**src/rtl/i2s_pkg.sv**
```systemverilog
// i2s_pkg: constants shared by the I2S receiver and transmitter.
//   CH_LEFT / CH_RIGHT : lrclk level that selects each channel
//   BITSIZE_DEF        : default word width per channel
//   i2s_state_t        : receiver FSM state encoding (UNSYNC, RUN)
package i2s_pkg;

   localparam int unsigned BITSIZE_DEF = 32;

   localparam logic CH_LEFT  = 1'b0;
   localparam logic CH_RIGHT = 1'b1;

   typedef logic [0:0] i2s_state_t;
   localparam i2s_state_t UNSYNC = 1'b0;
   localparam i2s_state_t RUN    = 1'b1;

endpackage

```
**src/rtl/i2s_sync_edge.sv**
```systemverilog
// i2s_sync_edge: two-flop synchronizer for one asynchronous pin, with an
// optional third flop for edge detection.
//   clk, rst  : system clock, synchronous active-high reset
//   din       : asynchronous input pin
//   sync      : synchronized level (second stage)
//   rise/fall : one-clk pulses on synchronized edges (EDGE_DET=1), else 0
module i2s_sync_edge #(
   parameter bit EDGE_DET = 1'b1
) (
   input  logic clk,
   input  logic rst,
   input  logic din,
   output logic sync,
   output logic rise,
   output logic fall
);

   logic s1_q, s1_d;
   logic s2_q, s2_d;

   always_comb begin
      s1_d = din;
      s2_d = s1_q;
   end

   always_ff @(posedge clk) begin
      if (rst) begin
         s1_q <= 1'b0;
         s2_q <= 1'b0;
      end else begin
         s1_q <= s1_d;
         s2_q <= s2_d;
      end
   end

   assign sync = s2_q;

   generate
      if (EDGE_DET) begin : g_edge
         logic s3_q, s3_d;

         always_comb s3_d = s2_q;

         always_ff @(posedge clk) begin
            if (rst) s3_q <= 1'b0;
            else     s3_q <= s3_d;
         end

         assign rise = s2_q & ~s3_q;
         assign fall = ~s2_q & s3_q;
      end else begin : g_level
         assign rise = 1'b0;
         assign fall = 1'b0;
      end
   endgenerate

endmodule

```
**src/rtl/i2s_rx.sv**
```systemverilog
// i2s_rx: oversampling I2S / left-justified receiver on the system clock.
// Rebuilds stereo words from externally clocked sclk/lrclk/sdata and hands
// each completed left/right pair to the datapath with a one-clk valid.
// clk must run at least 4x the sclk frequency.
//   clk, rst              : system clock, synchronous active-high reset
//   sclk, lrclk, sdata    : asynchronous serial pins (lrclk 0 = left)
//   left_chan, right_chan : last completed pair, MSB-aligned
//   valid                 : one-clk strobe, pair updated
//   frame_err             : sticky word-length error
// Build option: I2S_RX_FRAME_CHECK_EN enables the word-length checker;
// without it frame_err is tied low.
//
// state  | meaning
// -------+--------------------------------------------------------------
// UNSYNC | waiting for the first lrclk transition, data ignored
// RUN    | word-aligned, every sclk rise shifts or completes a word
module i2s_rx
   import i2s_pkg::*;
#(
   parameter int unsigned BITSIZE = BITSIZE_DEF,
   parameter int unsigned LJ      = 0
) (
   input  logic               clk,
   input  logic               rst,
   input  logic               sclk,
   input  logic               lrclk,
   input  logic               sdata,
   output logic [BITSIZE-1:0] left_chan,
   output logic [BITSIZE-1:0] right_chan,
   output logic               valid,
   output logic               frame_err
);

   localparam int unsigned     CW       = $clog2(BITSIZE + 1);
   localparam logic [CW-1:0]   CNT_FULL = CW'(BITSIZE);
   localparam logic [CW-1:0]   CNT_ONE  = CW'(1);

   logic sclk_lvl_unused, sclk_rise, sclk_fall_unused;
   logic lrclk_s, lr_rise_unused, lr_fall_unused;
   logic sdata_s, sd_rise_unused, sd_fall_unused;

   i2s_sync_edge #(.EDGE_DET(1'b1)) u_sync_sclk (
      .clk  (clk),
      .rst  (rst),
      .din  (sclk),
      .sync (sclk_lvl_unused),
      .rise (sclk_rise),
      .fall (sclk_fall_unused)
   );

   i2s_sync_edge #(.EDGE_DET(1'b0)) u_sync_lrclk (
      .clk  (clk),
      .rst  (rst),
      .din  (lrclk),
      .sync (lrclk_s),
      .rise (lr_rise_unused),
      .fall (lr_fall_unused)
   );

   i2s_sync_edge #(.EDGE_DET(1'b0)) u_sync_sdata (
      .clk  (clk),
      .rst  (rst),
      .din  (sdata),
      .sync (sdata_s),
      .rise (sd_rise_unused),
      .fall (sd_fall_unused)
   );

   // deserializer state
   i2s_state_t          state_q, state_d;
   logic                lr_prev_q, lr_prev_d;
   logic [CW-1:0]       bit_cnt_q, bit_cnt_d;
   logic [BITSIZE-1:0]  shreg_q, shreg_d;

   // stage A: completed word
   logic                done_q, done_d;
   logic                done_ch_q, done_ch_d;
   logic [BITSIZE-1:0]  done_word_q, done_word_d;

   // stage B: left/right pairing
   logic [BITSIZE-1:0]  left_hold_q, left_hold_d;
   logic                left_ok_q, left_ok_d;
   logic                pair_q, pair_d;
   logic [BITSIZE-1:0]  pair_l_q, pair_l_d;
   logic [BITSIZE-1:0]  pair_r_q, pair_r_d;

   // stage C: outputs
   logic [BITSIZE-1:0]  left_chan_q, left_chan_d;
   logic [BITSIZE-1:0]  right_chan_q, right_chan_d;
   logic                valid_q, valid_d;

   logic                boundary;
   logic                cnt_full;
   logic [BITSIZE-1:0]  shift_in;
   logic                cmp;
   logic [CW-1:0]       cmp_n;
   logic [BITSIZE-1:0]  cmp_bits;
   logic [BITSIZE-1:0]  cmp_word;

   assign boundary = (lrclk_s != lr_prev_q);
   assign cnt_full = (bit_cnt_q >= CNT_FULL);
   assign shift_in = {shreg_q[BITSIZE-2:0], sdata_s};

   // Only the first BITSIZE bits are ever kept, so n never exceeds BITSIZE
   // here; n = 0 shifts everything out and yields 0.
   assign cmp_word = cmp_bits << (CNT_FULL - cmp_n);

   always_comb begin
      state_d   = state_q;
      lr_prev_d = lr_prev_q;
      bit_cnt_d = bit_cnt_q;
      shreg_d   = shreg_q;
      cmp       = 1'b0;
      cmp_n     = bit_cnt_q;
      cmp_bits  = shreg_q;

      if (sclk_rise) begin
         lr_prev_d = lrclk_s;
         if (state_q == UNSYNC) begin
            if (boundary) begin
               state_d   = RUN;
               bit_cnt_d = '0;
               shreg_d   = '0;
            end
         end else if (boundary) begin
            cmp = 1'b1;
            if (LJ == 0) begin
               // Philips: this bit is still the outgoing word's LSB, unless
               // the word is already full, in which case it is dropped.
               if (!cnt_full) begin
                  cmp_bits = shift_in;
                  cmp_n    = bit_cnt_q + CNT_ONE;
               end
               shreg_d   = '0;
               bit_cnt_d = '0;
            end else begin
               // Left-justified: this bit is the incoming word's MSB.
               shreg_d   = {{(BITSIZE-1){1'b0}}, sdata_s};
               bit_cnt_d = CNT_ONE;
            end
         end else if (!cnt_full) begin
            shreg_d   = shift_in;
            bit_cnt_d = bit_cnt_q + CNT_ONE;
         end
      end
   end

   always_comb begin
      done_d      = cmp;
      done_ch_d   = cmp ? lr_prev_q : done_ch_q;
      done_word_d = cmp ? cmp_word  : done_word_q;
   end

   // A right word only goes out if a left word preceded it, which drops the
   // partial frame that follows synchronization.
   always_comb begin
      left_hold_d = left_hold_q;
      left_ok_d   = left_ok_q;
      pair_d      = 1'b0;
      pair_l_d    = pair_l_q;
      pair_r_d    = pair_r_q;
      if (done_q) begin
         if (done_ch_q == CH_RIGHT) begin
            if (left_ok_q) begin
               pair_d    = 1'b1;
               pair_l_d  = left_hold_q;
               pair_r_d  = done_word_q;
               left_ok_d = 1'b0;
            end
         end else begin
            left_hold_d = done_word_q;
            left_ok_d   = 1'b1;
         end
      end
   end

   always_comb begin
      left_chan_d  = pair_q ? pair_l_q : left_chan_q;
      right_chan_d = pair_q ? pair_r_q : right_chan_q;
      valid_d      = pair_q;
   end

   always_ff @(posedge clk) begin
      if (rst) begin
         state_q      <= UNSYNC;
         lr_prev_q    <= 1'b0;
         bit_cnt_q    <= '0;
         shreg_q      <= '0;
         done_q       <= 1'b0;
         done_ch_q    <= 1'b0;
         done_word_q  <= '0;
         left_hold_q  <= '0;
         left_ok_q    <= 1'b0;
         pair_q       <= 1'b0;
         pair_l_q     <= '0;
         pair_r_q     <= '0;
         left_chan_q  <= '0;
         right_chan_q <= '0;
         valid_q      <= 1'b0;
      end else begin
         state_q      <= state_d;
         lr_prev_q    <= lr_prev_d;
         bit_cnt_q    <= bit_cnt_d;
         shreg_q      <= shreg_d;
         done_q       <= done_d;
         done_ch_q    <= done_ch_d;
         done_word_q  <= done_word_d;
         left_hold_q  <= left_hold_d;
         left_ok_q    <= left_ok_d;
         pair_q       <= pair_d;
         pair_l_q     <= pair_l_d;
         pair_r_q     <= pair_r_d;
         left_chan_q  <= left_chan_d;
         right_chan_q <= right_chan_d;
         valid_q      <= valid_d;
      end
   end

   assign left_chan  = left_chan_q;
   assign right_chan = right_chan_q;
   assign valid      = valid_q;

`ifdef I2S_RX_FRAME_CHECK_EN
   // ovf marks a word that received more bits than it can hold; the
   // saturated counter alone cannot tell BITSIZE from BITSIZE+k.
   logic ovf_q, ovf_d;
   logic first_q, first_d;
   logic frame_err_q, frame_err_d;
   logic cmp_bad;

   assign cmp_bad = (cmp_n != CNT_FULL) || ovf_q || ((LJ == 0) && cnt_full);

   always_comb begin
      ovf_d       = ovf_q;
      first_d     = first_q;
      frame_err_d = frame_err_q;
      if (sclk_rise && (state_q == UNSYNC) && boundary) begin
         ovf_d   = 1'b0;
         first_d = 1'b1;
      end else if (cmp) begin
         ovf_d   = 1'b0;
         first_d = 1'b0;
         if (!first_q && cmp_bad) frame_err_d = 1'b1;
      end else if (sclk_rise && (state_q == RUN) && cnt_full) begin
         ovf_d = 1'b1;
      end
   end

   always_ff @(posedge clk) begin
      if (rst) begin
         ovf_q       <= 1'b0;
         first_q     <= 1'b0;
         frame_err_q <= 1'b0;
      end else begin
         ovf_q       <= ovf_d;
         first_q     <= first_d;
         frame_err_q <= frame_err_d;
      end
   end

   assign frame_err = frame_err_q;
`else
   assign frame_err = 1'b0;
`endif

endmodule

```
**config.mk**
```make
export PLATFORM = sky130hd
export DESIGN_NAME = i2s_rx
export DESIGN_NICKNAME = d
export VERILOG_FILES = /design/src/rtl/i2s_pkg.sv /design/src/rtl/i2s_sync_edge.sv /design/src/rtl/i2s_rx.sv
export SDC_FILE = /design/constraint.sdc
export NUM_CORES = 1
export LEC_CHECK = 0
export CORE_MARGIN = 2
export CORE_UTILIZATION = 50
export DETAILED_ROUTE_END_ITERATION = 7
export GPL_TIMING_DRIVEN = 0
export PLACE_DENSITY = 0.76
export RECOVER_POWER = 50
export SLEW_MARGIN = 20
export SYNTH_ARGS = -nofsm -noshare
export SYNTH_HDL_FRONTEND = slang
export SYNTH_SLANG_ARGS = --single-unit
```
**constraint.sdc**
```tcl
create_clock -name clk -period 3.9 [get_ports clk]
set_clock_uncertainty 0.05 [all_clocks]
set_input_delay 0.975 -clock clk [delete_from_list [all_inputs] [get_ports clk]]
set_output_delay 0.975 -clock clk [all_outputs]
set_load 0.01 [all_outputs]
```
### Word level (Yosys, flattened, before mapping)

Index checks and enable logic that the tools add are counted.

* register bits after elaboration: 244
* output and inout port bits: 66
* word-level logic and storage cells: 56
* input port bits: 5

* reductions and logical operators: 5
* mux-type cells: 20
* equality and inequality tests: 1
* order comparisons: 1
* bitwise operators: 4
* add/subtract/negate cells: 2
* shift-type cells: 1

Operators by type and width (count)
* $mux W32: 7
* $mux W6: 7
* $shl A32 B6 Y32: 1
* $add A6 B1 Y6 const B: 1
* $ge A6 B6 Y1 const B: 1
* $mux W1: 6
* $sub A6 B6 Y6 const A: 1
* $reduce_and A2 Y1: 2
* $not A1 Y1: 3
* $reduce_and A3 Y1: 1
* $reduce_or A3 Y1: 1
* $reduce_bool A2 Y1: 1
* $and A1 B1 Y1: 1
* $ne A1 B1 Y1: 1

### Longest topological paths before layout

Gate-level depths: netlist of run 1.

* word-level depth: 7
* gate-level depth with buffers: 14

### Modules after synthesis

From an unflattened synthesis of run 1, not the netlist that was laid out.

* cell total of the unflattened synthesis: 1290
* area total of the unflattened synthesis: 10820.4 µm²

Modules (own cells, without submodules)
* i2s_rx: area each 10586.4 µm², times used 1, cells each 1268, seq. area each 4744.6 µm²
* i2s_sync_edge at u_sync_lrclk ...: area each 71.3 µm², times used 2, cells each 7, seq. area each 40.0 µm²
* i2s_sync_edge at u_sync_sclk: area each 91.3 µm², times used 1, cells each 8, seq. area each 60.1 µm²

### Worst setup path before layout of run 1

OpenSTA, ideal clock, no wires.

* kind: reg-to-reg
* start: register bit_cnt_q[0]
* end: register done_word_q[7]
* clock period less this slack: 3.364 ns
* stages on the path, launching flop included: 13
* setup time: 0.128 ns
* buffers on the path: 4
* data arrival time: 3.187 ns
* setup slack: 0.536 ns
* cell sequence: dfxtp_1 -> buf_2 -> inv_1 -> clkbuf_1 -> ha_1 -> mux2i_1 -> ha_1 -> inv_1 -> buf_1 -> clkbuf_1 -> mux4_2 -> a32oi_1 -> nor2_1

* longest elaborated chain between the ends: 7

Ends and longest elaborated chain
* start: declaration: line i2s_rx.sv:72 `logic [CW-1:0] bit_cnt_q, bit_cnt_d;`
* start signal: assignment: line i2s_rx.sv:203 `bit_cnt_q <= bit_cnt_d;`
* $add A6 B1 Y6 or $ge A6 B6 Y1 (tied branches): line i2s_rx.sv:132, i2s_rx.sv:101
* $mux W6
* $mux W6: line i2s_rx.sv:125 `end else if (boundary) begin`
* $mux W6: line i2s_rx.sv:119 `if (state_q == UNSYNC) begin`
* $mux W6: line i2s_rx.sv:117 `if (sclk_rise) begin`
* $sub A6 B6 Y6: line i2s_rx.sv:106 `assign cmp_word = cmp_bits << (CNT_FULL - cmp_n);`
* $shl A32 B6 Y32 (*): line i2s_rx.sv:106
* end signal: assignment: line i2s_rx.sv:207 `done_word_q <= done_word_d;`
* end: declaration: line i2s_rx.sv:78 `logic [BITSIZE-1:0] done_word_q, done_word_d;`

Every way passes the cells marked *; elsewhere a longest branch is shown, timed or not.
A chain may end at the register's enable or synchronous reset.

### Worst setup path after layout of run 1

* start: register bit_cnt_q[0]
* end: register done_word_q[27]

Same word-level chain as after synthesis.

==> key figures, run 1 <==
GRT
  – Initial antenna violation count: 0
  – Total gr overflow: 0
  – Vias in the first global route: 8980
  – First-pass GRT wire length: between 40000 and 50000 um
  – Tot GR Track Use: 0.2732
  – Pin count of the biggest net entering global routing: 14

Setup path
  – Worst setup endpoint: done_word_q[27]
  – FF-to-FF path depth: 11
  – CP startpoint kind: flip-flop
  – Beginning of the critical path: bit_cnt_q[0]
  – R2R Path End: done_word_q[27]
  – Critical path required time: around 4.2 ns
  – Reg2reg setup slack: 0.16 ns
  – CP Class: flip-flop to flip-flop
  – WP data arrival: around 4.1 ns
  – Crit. End Element: flip-flop
  – Crit Reg-Reg Startpoint: bit_cnt_q[0]
  – Crit Path Max Fanout: 10

Logic synthesis
  – Simple-gate portion of the synthesized area: 0.1853
  – Syn Inst Count: 1239
  – Synth async-reset ratio: 0
  – Post-synth top area cell: dfxtp_1
  – Avg Cell Area, Syn: about 8.6 um2
  – Xor and xnor area share after synthesis: 0.01275
  – Synth Net Count: roughly 1200
  – Largest cells by area after synthesis: dfxtp_1 (46%), mux2i_1 (9.1%), nand2_1 (7.4%)
  – Main synth FF type: dfxtp_1
  – Complex-gate fraction of the synthesized area: 0.1790
  – Largest family of logic cells by synthesized area: simple AND/OR/NAND/NOR gates
  – Number of synthesized register bits: 244
  – Mapped Area: 0.01070 mm2
  – Synth Warn #: 0
  – Synth top area share: 0.4567
  – Register area share after synthesis: 0.4567
  – Mux cell area share after synthesis: 0.1168
  – Synth Area in Adders: 0.003510
  – Unique cell type count in the Yosys netlist: 68
  – Post-synth EDFFs: 0

CTS
  – Root buffer cell: clkbuf_16
  – CTS max path bufs: 3
  – TritonCTS Buffers: 26
  – H-tree levels: 1
  – Clk pin slew, worst setup/hold paths: around 0.060 ns
  – Clk Latency, worst-skew pair: ~0.53 ns
  – CTS Sinks: 244
  – CTS tree: done
  – Hold-fix buffers, CTS: 0

Hold path
  – Hold WC Path Type: flip-flop to flip-flop

Floorplan
  – Die area: roughly 0.023 mm2
  – Die Span X: about 150 um
  – Core Footprint: between 0.02 and 0.025 mm2
  – Io pins: 71
  – Die Ht: 150.3 um
  – Initial Util: 0.5088
  – # rows: 53

Timing
  – Relative slew slack: 0.3603
  – Final setup margin: 0.1585 ns
  – Slew Limit Fails: 0
  – Fin Setup TNS: 0 ns
  – Final Hold Viols: 0
  – Tmin final: ~3.7 ns
  – RSZ-0062 raised after global routing: no
  – Final period util: 0.9594
  – Highest Clock Rate: ~0.27 GHz
  – Worst-Margin Slew: 0.9495 ns
  – # setup viols final: 0

Final layout
  – # diodes: 0
  – Final Instance Area: approximately 0.013 mm2
  – Layout filler cell count: 1873
  – Net count, final: between 1000 and 1500
  – Multi-input logic area: around 0.0053 mm2
  – Seq. cell area: 0.004885 mm2
  – Cell Count, Final, Fillers Out: around 1600
  – Share of cells above drive strength 1: 0.07069
  – Final Core Density: 0.6005
  – Area grow syn2layout: 18.03%

Detailed routing
  – Top Metal Used: met4
  – Met2 WL: 13820 um
  – DRC viols: 0
  – Iter 0 DRT Violations: 827
  – Routed met1 length: ~14000 um
  – 1st-pass router iterations: 8
  – Via Count: about 9500
  – Mean number of vias per cell: 5.797
  – WL/cell: about 19 um
  – WL final: ~30000 um
  – Met3 wire length: approximately 2100 um
  – Detail Route Antenna Nets: 0

Outcome
  – Outcome: completed

Placement
  – Placed wire-length estimate: 22470 um
  – PortBufs: 68
  – DP Cell Count: ~1600
  – GP Congestion: ~0.98
  – Dpl ws: -0.7796 ns
  – Placed instance area: around 0.012 mm2

Run
  – Max-Cap Viols: 0

Power
  – Power Density: between 300 and 400 mW/mm2
  – Leakage: roughly 4.2 nW
  – Peak VDD IR: 0.3026 mV
sequential cells by signal (all words and copies together) (netlist names), 6 cells and up:
name	count
bit_cnt_q	6
done_word_q	32
left_chan	32
left_hold_q	32
pair_l_q	32
pair_r_q	32
right_chan	32
shreg_q	32
kinds of logic after synthesis:
logic type	Yosys count
simple gates	457
compound gates	295
flops	244
buf+inv	114
mux	112
xor+xnor	13
fa+ha+maj	3
other cells	1
worst min path at each step:
stage,from,end,slack (ns),cells past startpoint
3_5_place_dp,u_sync_lrclk.s1_q,u_sync_lrclk.sync,0.38,1
6_report,u_sync_lrclk.s1_q,u_sync_lrclk.sync,0.39,1
5_1_grt,left_hold_q[7],pair_l_q[7],0.41,2
2_1_floorplan,u_sync_lrclk.s1_q,u_sync_lrclk.sync,0.36,1
4_1_cts,u_sync_lrclk.s1_q,u_sync_lrclk.sync,0.40,1
3_3_place_gp,u_sync_sclk.s1_q,u_sync_sclk.sync,0.37,1
critical path, stage by stage, from the launching register on:
cell	delay (ns)
dfxtp_1	0.40
buf_4	0.25
clkbuf_2	0.31
buf_2	0.33
xnor2_1	0.12
ha_1	0.25
xnor2_2	0.19
xnor2_2	0.54
buf_2	0.38
mux2_2	0.37
mux2i_1	0.26
o211ai_1	0.11
cell usage after synthesis, types with 2 or more instances:
cell type and instances:
a211o_1 3, a211oi_1 11, a21o_1 2, a21oi_1 126
a221o_1 7, a221oi_1 6, a222oi_1 2, a22o_1 6
a22oi_1 40, a2bb2oi_1 5, a31oi_1 10, a32o_1 5
a32oi_1 17, a41oi_1 2, and2_1 18, and3_1 6
buf_1 16, buf_2 14, buf_4 5, clkbuf_1 64
dfxtp_1 244, ha_1 3, inv_1 13, mux2_2 6
mux2i_1 97, mux4_1 2, mux4_2 7, nand2_1 211
nand2b_1 18, nand3_1 11, nor2_1 147, nor2b_1 11
nor3_1 16, nor3b_1 2, nor4_1 3, o211ai_1 8
o21a_1 4, o21ai_0 25, o21ai_1 2, o22ai_1 3
o31ai_1 2, or3_1 4, xnor2_1 7, xor2_1 3
xor2_2 2
area by class of cell:
cell class                 count  share of cell area
multi-input combinational    881              0.4234
tap                          275             0.02726
sequential                   244              0.3870
inverter                      13            0.004163
buffer                       100             0.03568
clock buffer                  41             0.06155
timing repair buffer          75             0.05808
clock inverter                 4            0.002874
cell usage in the layout, fill, tap and decap left out, types with 26 or more instances in the layout:
master             n
a21oi_1          126
clkdlybuf4s50_1   68
mux2i_1           97
nand2_1          211
a22oi_1           40
nor2_1           146
dfxtp_1          244
clkbuf_16         26
o21ai_0           26
clkbuf_1          70
power by group:
part / total (mW) / internal, mW / switching (mW) / leakage, nW
sequential: 2.50 / 2.50 / 0.00288 / 1.97
combinational: 0.0953 / 0.0201 / 0.0752 / 1.81
clock: 2.33 / 1.36 / 0.975 / 0.391
total: 4.93 / 3.88 / 1.05 / 4.16
stage by stage:
step	total power [mW]	hold WS [ns]
detailed placement	2.648	0.3777
finish	4.928	0.3906
global placement	2.647	0.3736
floorplan	2.611	0.3638
global route	5.067	0.4079
CTS	4.954	0.3984
timing repair:
item	in CTS	in global routing
gates resized for setup	12	4
setup buffers	2	5
endpoints found under the setup margin	31	30
per-layer routing:
metal,GRT usage,vias up
li1,-,4541
met1,0.3789,4520
met2,0.4331,343
met3,0.04576,62
met4,0.09245,0
met5,0,-
No activity file was read; power rests on OpenSTA's default activity.
==> run 2, diff against run 1 <==
- CORE_UTILIZATION: 50 -> 41
- CTS_CLUSTER_SIZE: default -> 20
- PLACE_DENSITY: 0.76 -> 0.68
- clock period: 3.9 -> 3.1 ns (I/O delays scaled with it)
==> run 2 against run 1 <==
  * Sequential power grew 26%
  * Critical path depth is the same
  * Maximum frequency rose by 22%
  * Non-clock buffer count is 20 higher
  * Critical endpoint is now done_word_q[28]
  * Clock power rose by 48%
  * Highest routed layer unchanged
  * Register-to-register slack worse by 0.12 ns
  * Via count grew 0.32%
  * Routed wire length rose by 1.9%
==> key figures, run 2 (synthesized netlist as in run 1, its figures left out) <==
Timing
  – Highest Clock Rate: 0.3265 GHz (+22%)
  – Final setup margin: 0.03718 ns (-0.1213 ns)
  – Tmin final: 3.063 ns (-0.6787 ns)
  – Worst-Margin Slew: 0.7906 ns (-0.1589 ns)
  – Slew Limit Fails: 0 (unchanged)
  – Final Hold Viols: 0 (unchanged)
  – Final period util: 0.9880 (+0.02863)
  – Relative slew slack: 0.4729 (+0.1126)
  – # setup viols final: 0 (unchanged)
  – RSZ-0062 raised after global routing: yes

Placement
  – DP Cell Count: 1642 (+3.8%)
  – Dpl ws: -0.9061 ns (-0.1266 ns)
  – PortBufs: 68 (unchanged)
  – Placed wire-length estimate: 22720 um (+1.1%)
  – GP Congestion: 0.9755 (-0.52%)

Floorplan
  – Core Footprint: 0.02584 mm2 (+23%)
  – Die Span X: 165.5 um (+10%)
  – Initial Util: 0.4139 (-0.09483)
  – Die Ht: 165.5 um (+10%)
  – # rows: 59 (+11%)
  – Die area: 0.02739 mm2 (+21%)
  – Io pins: 71 (unchanged)

CTS
  – H-tree levels: 1 (unchanged)
  – Hold-fix buffers, CTS: 0 (unchanged)
  – Root buffer cell: clkbuf_16
  – CTS tree: done
  – Clk pin slew, worst setup/hold paths: 0.06 ns (about the same)
  – Clk Latency, worst-skew pair: 0.55 ns (+0.02 ns)
  – TritonCTS Buffers: 27 (+3.8%)
  – CTS Sinks: 244 (unchanged)
  – CTS max path bufs: 3 (unchanged)

Setup path
  – Crit-path most repeated cell: buf_6
  – CP Buf/Inv Count: 3 (-1)
  – Crit. End Element: flip-flop
  – CP Class: flip-flop to flip-flop
  – Critical Path, Cell by Cell: nand4bb_1 -> buf_6 -> nor2_8 -> mux2i_4 -> ha_4 -> clkinvlp_4 -> buf_6 -> a32o_2 -> or3_1 -> o211a_1 -> a221o_1
  – WP data arrival: 3.45 ns (-0.63 ns)
  – Crit Path Max Fanout: 8 (-2)
  – CP max-delay cell: dfxtp_4
  – CP startpoint kind: flip-flop
  – Critical path required time: 3.49 ns (-0.75 ns)
  – Top delay family on crit path: compound AO/OA/AOI/OAI gates
  – Largest stage delay, worst path: 0.35 ns (-0.19 ns)

GRT
  – Initial antenna violation count: 0 (unchanged)
  – Total gr overflow: 0 (unchanged)
  – Tot GR Track Use: 0.2275 (-0.04567)
  – Vias in the first global route: 8910 (-0.78%)
  – First-pass GRT wire length: 49090 um (+0.45%)
  – Pin count of the biggest net entering global routing: 15 (+1)

Final layout
  – Seq. cell area: 0.004901 mm2 (+0.33%)
  – Net count, final: 1370 (+1.6%)
  – Most frequent cells in the layout: dfxtp_1 (237), nand2_1 (211), nor2_1 (145), a21oi_1 (124), mux2i_1 (93)
  – Share of cells above drive strength 1: 0.1222 (+0.05151)
  – Cell Count, Final, Fillers Out: 1718 (+5.2%)
  – # diodes: 0 (unchanged)
  – Area grow syn2layout: 24.80%
  – Layout filler cell count: 2385 (+27%)
  – Multi-input logic area: 0.005594 mm2 (+4.7%)
  – Most common cell after layout, fill and taps aside: dfxtp_1

Outcome
  – Outcome: completed

Detailed routing
  – 1st-pass router iterations: 5 (-3)
  – DRC viols: 0 (unchanged)
  – Iter 0 DRT Violations: 822 (-0.60%)
  – WL/cell: 18.25 um (-3.1%)
  – WL final: 31360 um (+1.9%)
  – Mean number of vias per cell: 5.527 (-4.6%)
  – Detail Route Antenna Nets: 0 (unchanged)
  – Via Count: 9496 (+0.32%)

Power
  – Leakage: 4.439 nW (+6.7%)
  – Power Density: 503.6 mW/mm2 (+29%)
  – Peak VDD IR: 0.3932 mV (+30%)

Run
  – Max-Cap Viols: 0 (unchanged)

Hold path
  – Hold WC Path Type: flip-flop to flip-flop
## run 2: what timing repair did
action	in CTS	in global routing
pin swaps	9	13
cloned	1	0
setup buffers	13	15
setup endpoints to repair	32	31
gates resized for setup	51	39
## run 2: routing by layer
| layer | track usage | share of wire | vias up |
|---|---|---|---|
| met2 | 0.3719 | 0.46 | 315 |
| li1 | - | - | 4592 |
| met3 | 0.03696 | 0.065 | 64 |
| met5 | 0 | 0 | - |
| met4 | 0.06897 | 0.027 | 0 |
| met1 | 0.3090 | 0.44 | 4525 |
## run 2: through the flow
step	utilization	setup TNS, ns	cell area, um2	hold WS, ns	power (mW)
2_1_floorplan	-	0	10730	0.3638	3.285
4_1_cts	0.5071	-0.05050	13100	0.3982	6.761
6_report	0.5166	0	13350	0.3918	6.722
5_1_grt	0.5166	-0.4291	13350	0.4148	6.898
3_5_place_dp	0.4578	-19.82	11830	0.3750	3.331
3_3_place_gp	0.4578	-20.85	11830	0.3779	3.331
## run 2: report_power, final
group / total (mW) / switching [mW] / internal [mW]
Combinational: 0.128 / 0.0975 / 0.0301
Clock: 3.45 / 1.36 / 2.10
Sequential: 3.14 / 0.00410 / 3.14
## run 2: layout make-up
cell class,instances,share of cell area
multi-input cells,881,0.4191
well taps,335,0.03140
flip-flops and latches,244,0.3672
clock buffers,35,0.05737
plain buffers,98,0.03656
repair buffers,97,0.06834
inverters,13,0.004218
clock inverters,15,0.01584
## run 2: worst paths after layout
path	startpoint	to	slack, ns	depth (start not counted)
setup / recovery	bit_cnt_q[5]	done_word_q[28]	0.04	11
hold / removal	u_sync_sclk.s1_q	u_sync_sclk.sync	0.39	1
setup reg to reg	bit_cnt_q[5]	done_word_q[28]	0.04	11
hold reg to reg	u_sync_sclk.s1_q	u_sync_sclk.sync	0.39	1
## run 2: worst register-to-register path: stages, from the launching register on
cell,delay (ns)
dfxtp_4,0.35
nand4bb_1,0.20
buf_6,0.16
nor2_8,0.14
mux2i_4,0.27
ha_4,0.18
clkinvlp_4,0.20
buf_6,0.21
a32o_2,0.30
or3_1,0.35
o211a_1,0.18
a221o_1,0.34
==> run 3, diff against run 2 <==
- CAP_MARGIN: default -> 20
- CORE_ASPECT_RATIO: default -> 0.75
==> run 3 against run 2 <==
  * The flow now finishes with violations (setup timing)
  * Final cell count rose by 0.47%
  * Routed wire length is 1.3% higher
  * Power shrank 9.9%
  * Sequential share of layout area up 0.33 points
  * Maximum frequency fell by 1.7%
  * First-iteration DRC count is 21% higher
  * Utilization decreased by 0.30 points
  * Sequential power barely moved
  * Critical path depth up 4
  * Non-clock buffer count rose by 5
  * Worst hold slack improved by 0.0024 ns
  * Critical endpoint is now done_word_q[30]
==> key figures, run 3 (synthesized netlist as in run 1, its figures left out) <==
Outcome
  – Outcome: finished, violations left
  – Failing checks: setup timing

Timing
  – RSZ-0062 raised after global routing: yes
  – Final period util: 1.005 (+0.01747)
  – Worst-Margin Slew: 0.9031 ns (+0.1125 ns)
  – Tmin final: 3.117 ns (+0.05416 ns)
  – Highest Clock Rate: 0.3208 GHz (-1.7%)
  – # setup viols final: 3 (+3)
  – Slew Limit Fails: 0 (unchanged)
  – Final Hold Viols: 0 (unchanged)
  – Relative slew slack: 0.3979 (-0.07501)
  – Final setup margin: -0.01698 ns (-0.05416 ns)

Setup path
  – Crit. End Element: flip-flop
  – Critical path required time: 3.46 ns (-0.03 ns)
  – CP Class: flip-flop to flip-flop
  – Crit Path Max Fanout: 6 (-2)
  – Largest stage delay, worst path: 0.37 ns (+0.02 ns)
  – WP data arrival: 3.47 ns (+0.02 ns)
  – Top delay family on crit path: buffers and inverters
  – Crit-path most repeated cell: buf_8
  – CP startpoint kind: flip-flop
  – CP Buf/Inv Count: 8 (+5)
  – CP max-delay cell: dfxtp_4
  – Critical Path, Cell by Cell: buf_8 -> clkinvlp_4 -> buf_8 -> ha_4 -> mux2i_4 -> ha_4 -> clkinvlp_4 -> buf_8 -> buf_6 -> buf_4 -> buf_4 -> a32oi_4 -> mux2_4 -> o21ai_2 -> a221o_1

Floorplan
  – Die Ht: 143.9 um (-13%)
  – Die Span X: 190.5 um (+15%)
  – Die area: 0.02741 mm2 (about the same)
  – Core Footprint: 0.02578 mm2 (-0.22%)
  – Io pins: 71 (unchanged)
  – # rows: 51 (-14%)
  – Initial Util: 0.4149 (+0.0009242)

Final layout
  – Final Instance Area: 0.01324 mm2 (-0.80%)
  – Most frequent cells in the layout: dfxtp_1 (237), nand2_1 (211), nor2_1 (144), a21oi_1 (125), mux2i_1 (93)
  – Seq. cell area: 0.004906 mm2 (+0.10%)
  – Cell Count, Final, Fillers Out: 1726 (+0.47%)
  – Multi-input logic area: 0.005612 mm2 (+0.31%)
  – Most common cell after layout, fill and taps aside: dfxtp_1
  – # diodes: 0 (unchanged)
  – Net count, final: 1373 (+0.22%)
  – Share of cells above drive strength 1: 0.1208 (-0.001359)
  – Area grow syn2layout: 23.81%
  – Layout filler cell count: 2451 (+2.8%)

GRT
  – Vias in the first global route: 8488 (-4.7%)
  – Tot GR Track Use: 0.2264 (-0.001103)
  – Pin count of the biggest net entering global routing: 15 (unchanged)
  – Total gr overflow: 0 (unchanged)
  – Initial antenna violation count: 1 (+1)
  – First-pass GRT wire length: 48850 um (-0.51%)

Detailed routing
  – Detail Route Antenna Nets: 0 (unchanged)
  – WL final: 31770 um (+1.3%)
  – Iter 0 DRT Violations: 996 (+21%)
  – WL/cell: 18.41 um (+0.83%)
  – Mean number of vias per cell: 5.560 (+0.58%)
  – 1st-pass router iterations: 5 (unchanged)
  – Via Count: 9596 (+1.1%)
  – DRC viols: 0 (unchanged)

Run
  – Max-Cap Viols: 0 (unchanged)

Placement
  – Dpl ws: -0.8828 ns (+0.02333 ns)
  – Placed instance area: 0.01184 mm2 (about the same)
  – GP Congestion: 0.9773 (+0.18%)
  – PortBufs: 68 (unchanged)
  – DP Cell Count: 1651 (+0.55%)
  – Placed wire-length estimate: 23510 um (+3.5%)

CTS
  – Hold-fix buffers, CTS: 0 (unchanged)
  – CTS max path bufs: 3 (unchanged)
  – CTS Sinks: 244 (unchanged)
  – CTS tree: done
  – Clk pin slew, worst setup/hold paths: 0.06 ns (about the same)
  – H-tree levels: 1 (unchanged)
  – TritonCTS Buffers: 24 (-11%)
  – Clk Latency, worst-skew pair: 0.51 ns (-0.04 ns)
  – Root buffer cell: clkbuf_16

Hold path
  – Hold WC Path Type: flip-flop to flip-flop

Power
  – Peak VDD IR: 0.4090 mV (+4.0%)
  – Power Density: 457.4 mW/mm2 (-9.2%)
  – Leakage: 4.371 nW (-1.5%)
[run 3: metrics by stage]
stage	total power [mW]	setup TNS (ns)	hold WS [ns]	utilization
after CTS	6.105	-0.04844	0.4004	0.5043
after global placement	3.332	-21.51	0.3685	0.4592
after detailed placement	3.332	-20.76	0.3848	0.4592
after global routing	6.233	-0.4626	0.4088	0.5136
after floorplan	3.285	0	0.3638	-
final	6.057	-0.04197	0.3941	0.5136
[run 3: repair_timing]
item,CTS,global route
gates cloned,1,0
pin swaps,8,21
setup buffers,19,16
resized for setup,58,43
endpoints found under the setup margin,32,28
[run 3: power breakdown]
group          internal [mW]  switching, mW  leakage [nW]
clock                   1.60           1.19         0.368
combinational         0.0311          0.100          2.03
sequential              3.14        0.00406          1.97
total                   4.76           1.29          4.37
[run 3: path summary, 6_finish.rpt]
check                                        from           endpoint  slack (ns)  depth (start not counted)
worst max register to register       bit_cnt_q[0]    done_word_q[30]       -0.02                         15
worst max-delay path                 bit_cnt_q[0]    done_word_q[30]       -0.02                         15
worst min-delay path            u_sync_sdata.s1_q  u_sync_sdata.sync        0.39                          1
worst min register to register  u_sync_sdata.s1_q  u_sync_sdata.sync        0.39                          1
[run 3: layout make-up]
class / count / share of cell area
clock inverter: 6 / 0.002646
timing repair inverter: 1 / 0.0005669
timing repair buffer: 101 / 0.07314
buffer: 99 / 0.03817
inverter: 13 / 0.004252
clock buffer: 37 / 0.05443
tap: 344 / 0.03251
multi-input combinational: 881 / 0.4238
sequential: 244 / 0.3705
[run 3: per-layer routing]
| metal | GRT usage | wire [um] | up-vias | part of all wire |
|---|---|---|---|---|
| met4 | 0.03631 | 393 | 2 | 0.012 |
| met5 | 0 | 13 | - | 0.00041 |
| li1 | - | - | 4584 | - |
| met1 | 0.3522 | 15720 | 4556 | 0.49 |
| met2 | 0.3236 | 12810 | 421 | 0.40 |
| met3 | 0.04444 | 2833 | 33 | 0.089 |
